**src/rtl/iob_ibus_dbus_arbiter.sv**
```systemverilog
// Two-requester IOb arbiter: CPU instruction bus (read-only) and data bus share one memory port.
// Define IOB_ARB_ROUND_ROBIN_EN for alternating priority; otherwise the data bus always wins.
module iob_ibus_dbus_arbiter #(
    parameter int ADDR_W = 32,
    parameter int DATA_W = 32
) (
    input  logic                clk_i,
    input  logic                rst_i,
    input  logic                cke_i,

    input  logic                ibus_avalid,
    input  logic [ADDR_W-1:0]   ibus_address,
    output logic                ibus_aready,
    output logic [DATA_W-1:0]   ibus_rdata,
    output logic                ibus_rvalid,

    input  logic                dbus_avalid,
    input  logic [ADDR_W-1:0]   dbus_address,
    input  logic [DATA_W-1:0]   dbus_wdata,
    input  logic [DATA_W/8-1:0] dbus_wstrb,
    output logic                dbus_aready,
    output logic [DATA_W-1:0]   dbus_rdata,
    output logic                dbus_rvalid,

    output logic                mem_avalid,
    output logic [ADDR_W-1:0]   mem_address,
    output logic [DATA_W-1:0]   mem_wdata,
    output logic [DATA_W/8-1:0] mem_wstrb,
    input  logic                mem_aready,
    input  logic [DATA_W-1:0]   mem_rdata,
    input  logic                mem_rvalid
);

    typedef enum logic [1:0] {
        IDLE,
        ACCESS,
        RESP
    } state_t;

    state_t     state;
    logic [1:0] grant;      // one-hot {dbus, ibus}; 2'b00 = no grant
    logic       is_write;
    logic       pick_dbus;
    logic       accept;
    logic       respond;

`ifdef IOB_ARB_ROUND_ROBIN_EN
    logic last_grant_dbus;

    // On contention the requester that did not complete last goes first.
    assign pick_dbus = dbus_avalid && (!ibus_avalid || !last_grant_dbus);
`else
    assign pick_dbus = dbus_avalid;
`endif

    always_ff @(posedge clk_i) begin
        if (rst_i) begin
            state       <= IDLE;
            grant       <= 2'b00;
            is_write    <= 1'b0;
            mem_avalid  <= 1'b0;
            mem_address <= '0;
            mem_wdata   <= '0;
            mem_wstrb   <= '0;
`ifdef IOB_ARB_ROUND_ROBIN_EN
            last_grant_dbus <= 1'b1;
`endif
        end else if (cke_i) begin
            case (state)
                IDLE: begin
                    if (ibus_avalid || dbus_avalid) begin
                        if (pick_dbus) begin
                            grant       <= 2'b10;
                            mem_address <= dbus_address;
                            mem_wdata   <= dbus_wdata;
                            mem_wstrb   <= dbus_wstrb;
                            is_write    <= |dbus_wstrb;
                        end else begin
                            grant       <= 2'b01;
                            mem_address <= ibus_address;
                            mem_wdata   <= '0;
                            mem_wstrb   <= '0;
                            is_write    <= 1'b0;
                        end
                        mem_avalid <= 1'b1;
                        state      <= ACCESS;
                    end
                end
                ACCESS: begin
                    if (mem_aready) begin
                        mem_avalid <= 1'b0;
                        if (is_write) begin
                            state <= IDLE;
                            grant <= 2'b00;
`ifdef IOB_ARB_ROUND_ROBIN_EN
                            last_grant_dbus <= grant[1];
`endif
                        end else begin
                            state <= RESP;
                        end
                    end
                end
                RESP: begin
                    if (mem_rvalid) begin
                        state <= IDLE;
                        grant <= 2'b00;
`ifdef IOB_ARB_ROUND_ROBIN_EN
                        last_grant_dbus <= grant[1];
`endif
                    end
                end
                default: state <= IDLE;
            endcase
        end
    end

    // Handshake returns are gated by cke_i so a frozen FSM never reports progress.
    assign accept  = cke_i && (state == ACCESS) && mem_aready;
    assign respond = cke_i && (state == RESP) && mem_rvalid;

    assign ibus_aready = accept && grant[0];
    assign dbus_aready = accept && grant[1];
    assign ibus_rvalid = respond && grant[0];
    assign dbus_rvalid = respond && grant[1];
    assign ibus_rdata  = mem_rdata;
    assign dbus_rdata  = mem_rdata;

endmodule
```
**config.mk**
```make
export PLATFORM = sky130hd
export DESIGN_NAME = iob_ibus_dbus_arbiter
export DESIGN_NICKNAME = d
export VERILOG_FILES = /design/src/rtl/iob_ibus_dbus_arbiter.sv
export SDC_FILE = /design/constraint.sdc
export NUM_CORES = 1
export LEC_CHECK = 0
export ABC_AREA = 1
export BUFFER_PORTS_ARGS = -buffer_cell sky130_fd_sc_hd__buf_2
export CORE_AREA = 2 2 108 110
export DETAILED_ROUTE_END_ITERATION = 6
export DIE_AREA = 0 0 110 112
export HOLD_SLACK_MARGIN = 0.02
export PLACE_DENSITY = 0.69
export SLEW_MARGIN = 20
export SYNTH_ARGS = -nofsm -noshare
export SYNTH_HDL_FRONTEND = slang
export SYNTH_SLANG_ARGS = --single-unit
export TNS_END_PERCENT = 10
```
**constraint.sdc**
```tcl
create_clock -name clk_i -period 1.4 [get_ports clk_i]
set_clock_uncertainty 0.1 [all_clocks]
set_input_delay 0.42 -clock clk_i [delete_from_list [all_inputs] [get_ports clk_i]]
set_output_delay 0.42 -clock clk_i [all_outputs]
set_load 0.02 [all_outputs]
```
==> key figures, run 1 <==
Timing
  – Period utilization: 1.24
  – Final Hold Fails: 0
  – WHS: roughly 250 ps
  – Measured slew at the worst slew-check pin: 380 ps
  – Setup ws final: -339 ps
  – FMAX: ~580 MHz
  – Rel. slew slack: 0.747
  – # setup viols final: 78
  – Min Tclk post-route: 1740 ps
  – Max Transition Viols Final: 0
  – RSZ-0062 raised after global routing: yes

Floorplan
  – Die area: ~12000 um^2
  – Chip width: around 110 um
  – Initial Util: 0.312
  – Total core area: ~11000 um^2
  – # rows: 39
  – Die Y: roughly 110 um
  – I/O pin count: between 200 and 300

Power
  – Switch share: 0.293
  – Pwr dens: 1280 nW/um^2
  – Worst vdd ir: slightly below 700 uV
  – LEAKAGE: ~0.0023 uW
  – Seq pwr share: 0.384
  – Comb pwr share: 0.234
  – P_int: 4390 uW
  – Clk network pwr share: 0.382
  – Sw Pwr: between 1500 and 2000 uW

Status
  – Failing checks: negative setup slack
  – Status: complete, but fails checks

Clocking
  – Cts bufs inserted: 9
  – CTS tree: built
  – Clk_lat worst skew: 320 ps
  – Worst-path clk slew: around 60 ps
  – Hold_buf cts: 0
  – Clk sink count: 74
  – Clock root buffer: clkbuf_16
  – Deepest clock path buffer count: 2
  – Htree depth: 3

GRT
  – Tot GR Track Use: 0.168
  – Maximum number of pins on one net before global-route repair: 38
  – Vias in the first global route: 3419
  – First-pass GRT wire length: 16.3 mm
  – Initial antenna violation count: 0
  – Total grt overflow: 0

Route
  – DRT Pass-1 Iters: 4
  – ANT nets after route: 0
  – DR vias: between 3k and 4k
  – DRC errors left: 0
  – DRT iter0 DRCs: 155
  – Vias per inst: between 4 and 5
  – WL/cell: around 14 um
  – Post-Route WL: just over 10 mm

Logic synthesis
  – Post-synthesis cell area: roughly 3500 um^2
  – Unique masters post-synth: 20
  – Syn avg cell area: just under 8 um^2
  – Register area share after synthesis: 0.425
  – Net Count, Synth: between 500 and 600
  – Syn Inst Count: roughly 450
  – Yosys warning total: 0
  – FF+latch count, synth: 74

Place
  – Hpwl dp: 7.28 mm
  – Port Buf Inserts: approximately 180
  – Placer congestion estimate: approximately 0.78
  – Dpl cells: slightly above 700

Job
  – Maxcap violations: 0

Worst hold path
  – Hold Path Class: in -> reg

Worst setup path
  – Worst Path Max Fanout: 3
  – Nature of the critical path endpoint: output port
  – Critical Path RT: approximately 900 ps
  – CP Launch Type: flop
  – Critical path arrival: 1220 ps
  – Worst Setup Path Type: reg -> out

Finish
  – Layout area overhead: 39.3%
  – Fraction of layout cells with a size suffix above 1: 0.452
  – Ant. Diodes: 0
  – Layout Nets: about 730
  – Final Non-Filler Cells: ~730
-- state kept, by name, indices dropped and copies added, names as in the netlist --
register	flops
mem_avalid	1
grant	2
is_write	1
mem_wdata	32
mem_address	32
state	2
mem_wstrb	4
-- critical path, cell delays in order (launching register included) --
cell and delay, ps:
dfxtp_2 350, buf_6 110, ha_4 130, nand3_2 70, nor2_1 90, buf_4 140
-- cell usage in the layout, fill, tap and decap left out, types with 6 or more instances in the layout --
cell and count:
a31oi_1 32, nand2_1 95, buf_2 164, clkbuf_16 9
buf_6 6, buf_12 6, a22oi_1 11, o21ai_0 35
inv_1 10, nand3_1 21, dfxtp_1 69, buf_4 36
nor2_1 27, a21oi_1 21
-- routing by layer --
metal | up-vias | global-route usage | share of wire
met1 | 1599 | 0.197 | 0.41
li1 | 1716 | - | -
met2 | 138 | 0.286 | 0.49
met3 | 38 | 0.0398 | 0.066
met4 | 0 | 0.0717 | 0.026
met5 | - | 0 | 0
-- through the flow --
| stage | util | worst slack (ps) | setup TNS (ps) | total power [uW] | cell area, um^2 |
|---|---|---|---|---|---|
| 3_3_place_gp | 0.376 | -151 | -8360 | 3610 | 4200 |
| 5_1_grt | 0.435 | -395 | -20050 | 6520 | 4860 |
| 4_1_cts | 0.427 | -358 | -13380 | 6210 | 4770 |
| 2_1_floorplan | - | -47.1 | -271 | 3370 | 3500 |
| 3_5_place_dp | 0.376 | -239 | -12950 | 3640 | 4200 |
| 6_report | 0.435 | -339 | -12920 | 6210 | 4860 |
-- synth_stat cells (all sizes together) --
| cell | count | area share |
|---|---|---|
| a21oi | 22 | 0.032 |
| a22oi | 16 | 0.034 |
| a31oi | 32 | 0.057 |
| buf | 78 | 0.17 |
| clkbuf | 15 | 0.016 |
| dfxtp | 74 | 0.42 |
| ha | 4 | 0.014 |
| inv | 14 | 0.015 |
| nand2 | 100 | 0.11 |
| nand3 | 24 | 0.034 |
| nand4 | 2 | 0.0036 |
| nor2 | 34 | 0.040 |
| nor3 | 2 | 0.0029 |
| o21ai | 35 | 0.050 |
-- cells by family after synthesis --
| kind of cell | share of synthesized area |
|---|---|
| flip-flops | 0.425 |
| buffers and inverters | 0.198 |
| adder cells (fa/ha/maj) | 0.0143 |
| AND/OR/NAND/NOR | 0.189 |
| AO/OA/AOI/OAI | 0.174 |
-- repair_timing --
action                                  CTS  global route
setup buffers                             6             0
endpoints found under the setup margin   81            89
gates cloned                              3             0
gates resized for setup                  35            26
pin swaps                                 8             3
-- layout make-up --
cell class | count | area, um^2
inverters | 14 | 55.1
repair buffers | 216 | 1390
flip-flops and latches | 74 | 1490
clock inverters | 6 | 72.6
fillers | 1148 | 6320
clock buffers | 10 | 239
well taps | 143 | 179
multi-input cells | 271 | 1440
-- power groups by stage --
stage / Sequential [uW] / Clock (uW) / Combinational (uW)
global route: 2400 / 2540 / 1590
CTS: 2380 / 2430 / 1410
global placement: 2410 / 0 / 1200
detailed placement: 2410 / 0 / 1230
floorplan: 2600 / 0 / 774
finish: 2380 / 2370 / 1450
-- path summary, 6_finish.rpt --
path,from,to,slack [ps],depth (start not counted)
min,ibus_address[3],mem_address[3],250,3
max,state[0],dbus_aready,-340,5
min reg2reg,mem_wdata[3],mem_wdata[3],360,2
max reg2reg,state[1],mem_address[8],-260,8
No activity file was read; power rests on OpenSTA's default activity.
==> inputs of run 2 (changes only) <==
--- a/config.mk
+++ b/config.mk
@@ -5,13 +5,13 @@
 export SDC_FILE = /design/constraint.sdc
 export NUM_CORES = 1
 export LEC_CHECK = 0
-export ABC_AREA = 1
 export BUFFER_PORTS_ARGS = -buffer_cell sky130_fd_sc_hd__buf_2
-export CORE_AREA = 2 2 108 110
+export CAP_MARGIN = 20
+export CORE_AREA = 2 2 107 109
 export DETAILED_ROUTE_END_ITERATION = 6
-export DIE_AREA = 0 0 110 112
+export DIE_AREA = 0 0 109 111
 export HOLD_SLACK_MARGIN = 0.02
-export PLACE_DENSITY = 0.69
+export PLACE_DENSITY = 0.7
 export SLEW_MARGIN = 20
 export SYNTH_ARGS = -nofsm -noshare
 export SYNTH_HDL_FRONTEND = slang
==> key figures, run 2 <==
Route
  – DRT iter0 DRCs: 118 (-24%)
  – WL/cell: 15.6 um (+11%)
  – ANT nets after route: 0 (unchanged)
  – DR vias: 3129 (-10%)
  – Post-Route WL: 10.1 mm (-2.3%)
  – DRC errors left: 0 (unchanged)
  – Vias per inst: 4.83 (+1.5%)
  – DRT Pass-1 Iters: 4 (unchanged)

Clocking
  – Clk sink count: 74 (unchanged)
  – Hold_buf cts: 0 (unchanged)
  – Cts bufs inserted: 9 (unchanged)
  – CTS tree: built
  – Htree depth: 3 (unchanged)
  – Worst-path clk slew: 60 ps (about the same)
  – Clk_lat worst skew: 330 ps (about the same)
  – Clock root buffer: clkbuf_16
  – Deepest clock path buffer count: 2 (unchanged)

Power
  – Worst vdd ir: 662 uV (-3.7%)
  – Overall Power: 6170 uW (-0.61%)
  – Pwr dens: 1240 nW/um^2 (-2.7%)
  – LEAKAGE: 0.00233 uW (+0.19%)

GRT
  – Maximum number of pins on one net before global-route repair: 38 (unchanged)
  – First-pass GRT wire length: 15.3 mm (-6.2%)
  – Total grt overflow: 0 (unchanged)
  – Vias in the first global route: 3162 (-7.5%)
  – Initial antenna violation count: 0 (unchanged)
  – Tot GR Track Use: 0.159 (-0.00873)

Finish
  – Fraction of layout cells with a size suffix above 1: 0.558 (+0.107)
  – Largest regs: mem_address: 32 flops, mem_wdata: 32 flops, mem_wstrb: 4 flops
  – Commonest non-fill, non-tap cell in the layout: buf_2
  – Ant. Diodes: 0 (unchanged)
  – Layout Utilization: 0.448 (+0.0134)
  – Layout area overhead: 43.8%
  – Commonest non-fill, non-tap cells in the layout: buf_2, dfxtp_1, nor2_1
  – Layout Nets: 643 (-12%)

Worst setup path
  – CP Launch Type: flop
  – Critical path arrival: 1340 ps (+120 ps)
  – Worst r2r path cells: 6 (-2)
  – Critical Path RT: 880 ps (about the same)
  – Worst Path Max Fanout: 2 (-1)
  – Worst Setup Path Type: reg -> out
  – Nature of the critical path endpoint: output port

Floorplan
  – I/O pin count: 276 (unchanged)
  – Total core area: 11100 um^2 (-0.87%)
  – Die area: 12100 um^2 (-1.8%)
  – Initial Util: 0.312 (-0.000525)
  – # rows: 39 (unchanged)
  – Chip width: 109 um (-0.91%)
  – Die Y: 111 um (-0.89%)

Timing
  – Measured slew at the worst slew-check pin: 370 ps (-9.90 ps)
  – Rel. slew slack: 0.753 (+0.00660)
  – Period utilization: 1.33 (+0.0857)
  – FMAX: 538 MHz (-6.5%)
  – RSZ-0062 raised after global routing: yes
  – Min Tclk post-route: 1860 ps (+120 ps)
  – Max Transition Viols Final: 0 (unchanged)
  – Setup ws final: -459 ps (-120 ps)
  – Final Hold Fails: 0 (unchanged)
  – # setup viols final: 78 (unchanged)
  – Final setup TNS: -11180 ps (+1740 ps)

Logic synthesis
  – Post-synth EDFFs: 0 (unchanged)
  – Syn avg cell area: 9.38 um^2 (+22%)
  – Synth top cells by count: dfxtp_1, nor2_1, buf_4
  – Area leader, netlist: dfxtp_1
  – Post-synthesis cell area: 3450 um^2 (-1.0%)
  – Register area share after synthesis: 0.429 (+0.00446)
  – Area share of the largest cell type after synthesis: 0.429 (+0.00446)
  – Synth area leaders: dfxtp_1, buf_4, mux2i_1
  – Yosys warning total: 0 (unchanged)
  – Asr flop ratio synth: 0 (unchanged)
  – FF+latch count, synth: 74 (unchanged)
  – Net Count, Synth: 511 (-14%)
  – Most used DFF post-synth: dfxtp_1
  – Syn Inst Count: 368 (-19%)
  – Unique masters post-synth: 28 (+40%)
  – Cell with the most instances after synthesis: dfxtp_1

Worst hold path
  – Hold Path Class: in -> reg
  – Worst hold stages: 3 (unchanged)

Job
  – Maxcap violations: 0 (unchanged)

Status
  – Failing checks: negative setup slack
  – Status: complete, but fails checks

Place
  – Placer congestion estimate: 0.800 (+2.8%)
  – Port Buf Inserts: 179 (unchanged)
  – Hpwl dp: 6.59 mm (-9.4%)
## run 2: cell count changes after synthesis, moves of 24 or more
cell / change
nor2_1: +40
mux2i_1: +35
o21ai_0: -35
nand2_1: -97
nand3_1: -24
a211oi_1: +33
a31oi_1: -32
## run 2: metrics by stage
step	std cells	hold WS [ps]	setup slack [ps]	instance area, um^2
after floorplan	368	332	-360	3530
after global placement	623	351	-323	4230
after detailed placement	623	354	-365	4230
after CTS	644	227	-478	4760
after global routing	648	242	-504	4960
final	648	237	-459	4960
## run 2: what timing repair did
item,CTS,global route
gates cloned,2,2
endpoints found under the setup margin,78,91
pin swaps,11,33
resized for setup,38,38
setup buffers,3,2
## run 2: logic make-up (layout without fill, tap and decap cells)
| kind of cell | after synthesis | in the layout | share of synthesized area |
|---|---|---|---|
| mux | 36 | 36 | 0.106 |
| buf+inv | 93 | 230 | 0.177 |
| simple gates | 86 | 86 | 0.108 |
| flops | 74 | 74 | 0.429 |
| fa+ha+maj | 4 | 4 | 0.0145 |
| compound gates | 75 | 75 | 0.166 |
## run 2: layer usage
metal  up-vias  track usage  wire, um
li1       1488            -         -
met1      1498        0.182      4050
met2       110        0.266      5130
met3        33       0.0429       647
met4         0       0.0829       284
met5         -            0         0
## run 2: worst max-delay path, stage by stage (launching register included)
cell,delay [ps]
dfxtp_2,340
buf_6,120
ha_4,150
buf_6,110
and4_1,170
buf_6,130
## run 2: cell type report
class / instances / area [um^2]
flip-flops and latches: 74 / 1490
well taps: 143 / 179
clock inverters: 7 / 77.6
repair buffers: 211 / 1360
multi-input cells: 201 / 1620
fillers: 1056 / 6110
inverters: 3 / 16.3
clock buffers: 9 / 225
## run 2: path summary, 6_finish.rpt
check	slack [ps]	endpoint	from
worst max-delay path	-460	ibus_rvalid	state[1]
worst min-delay path	240	mem_wdata[6]	dbus_wdata[6]
worst max register to register	-420	grant[0]	state[0]
worst min register to register	360	is_write	is_write
## run 2: power by group
part,switching [uW],internal [uW],total [uW]
combinational,787,682,1470
sequential,101,2280,2380
clock,925,1390,2320
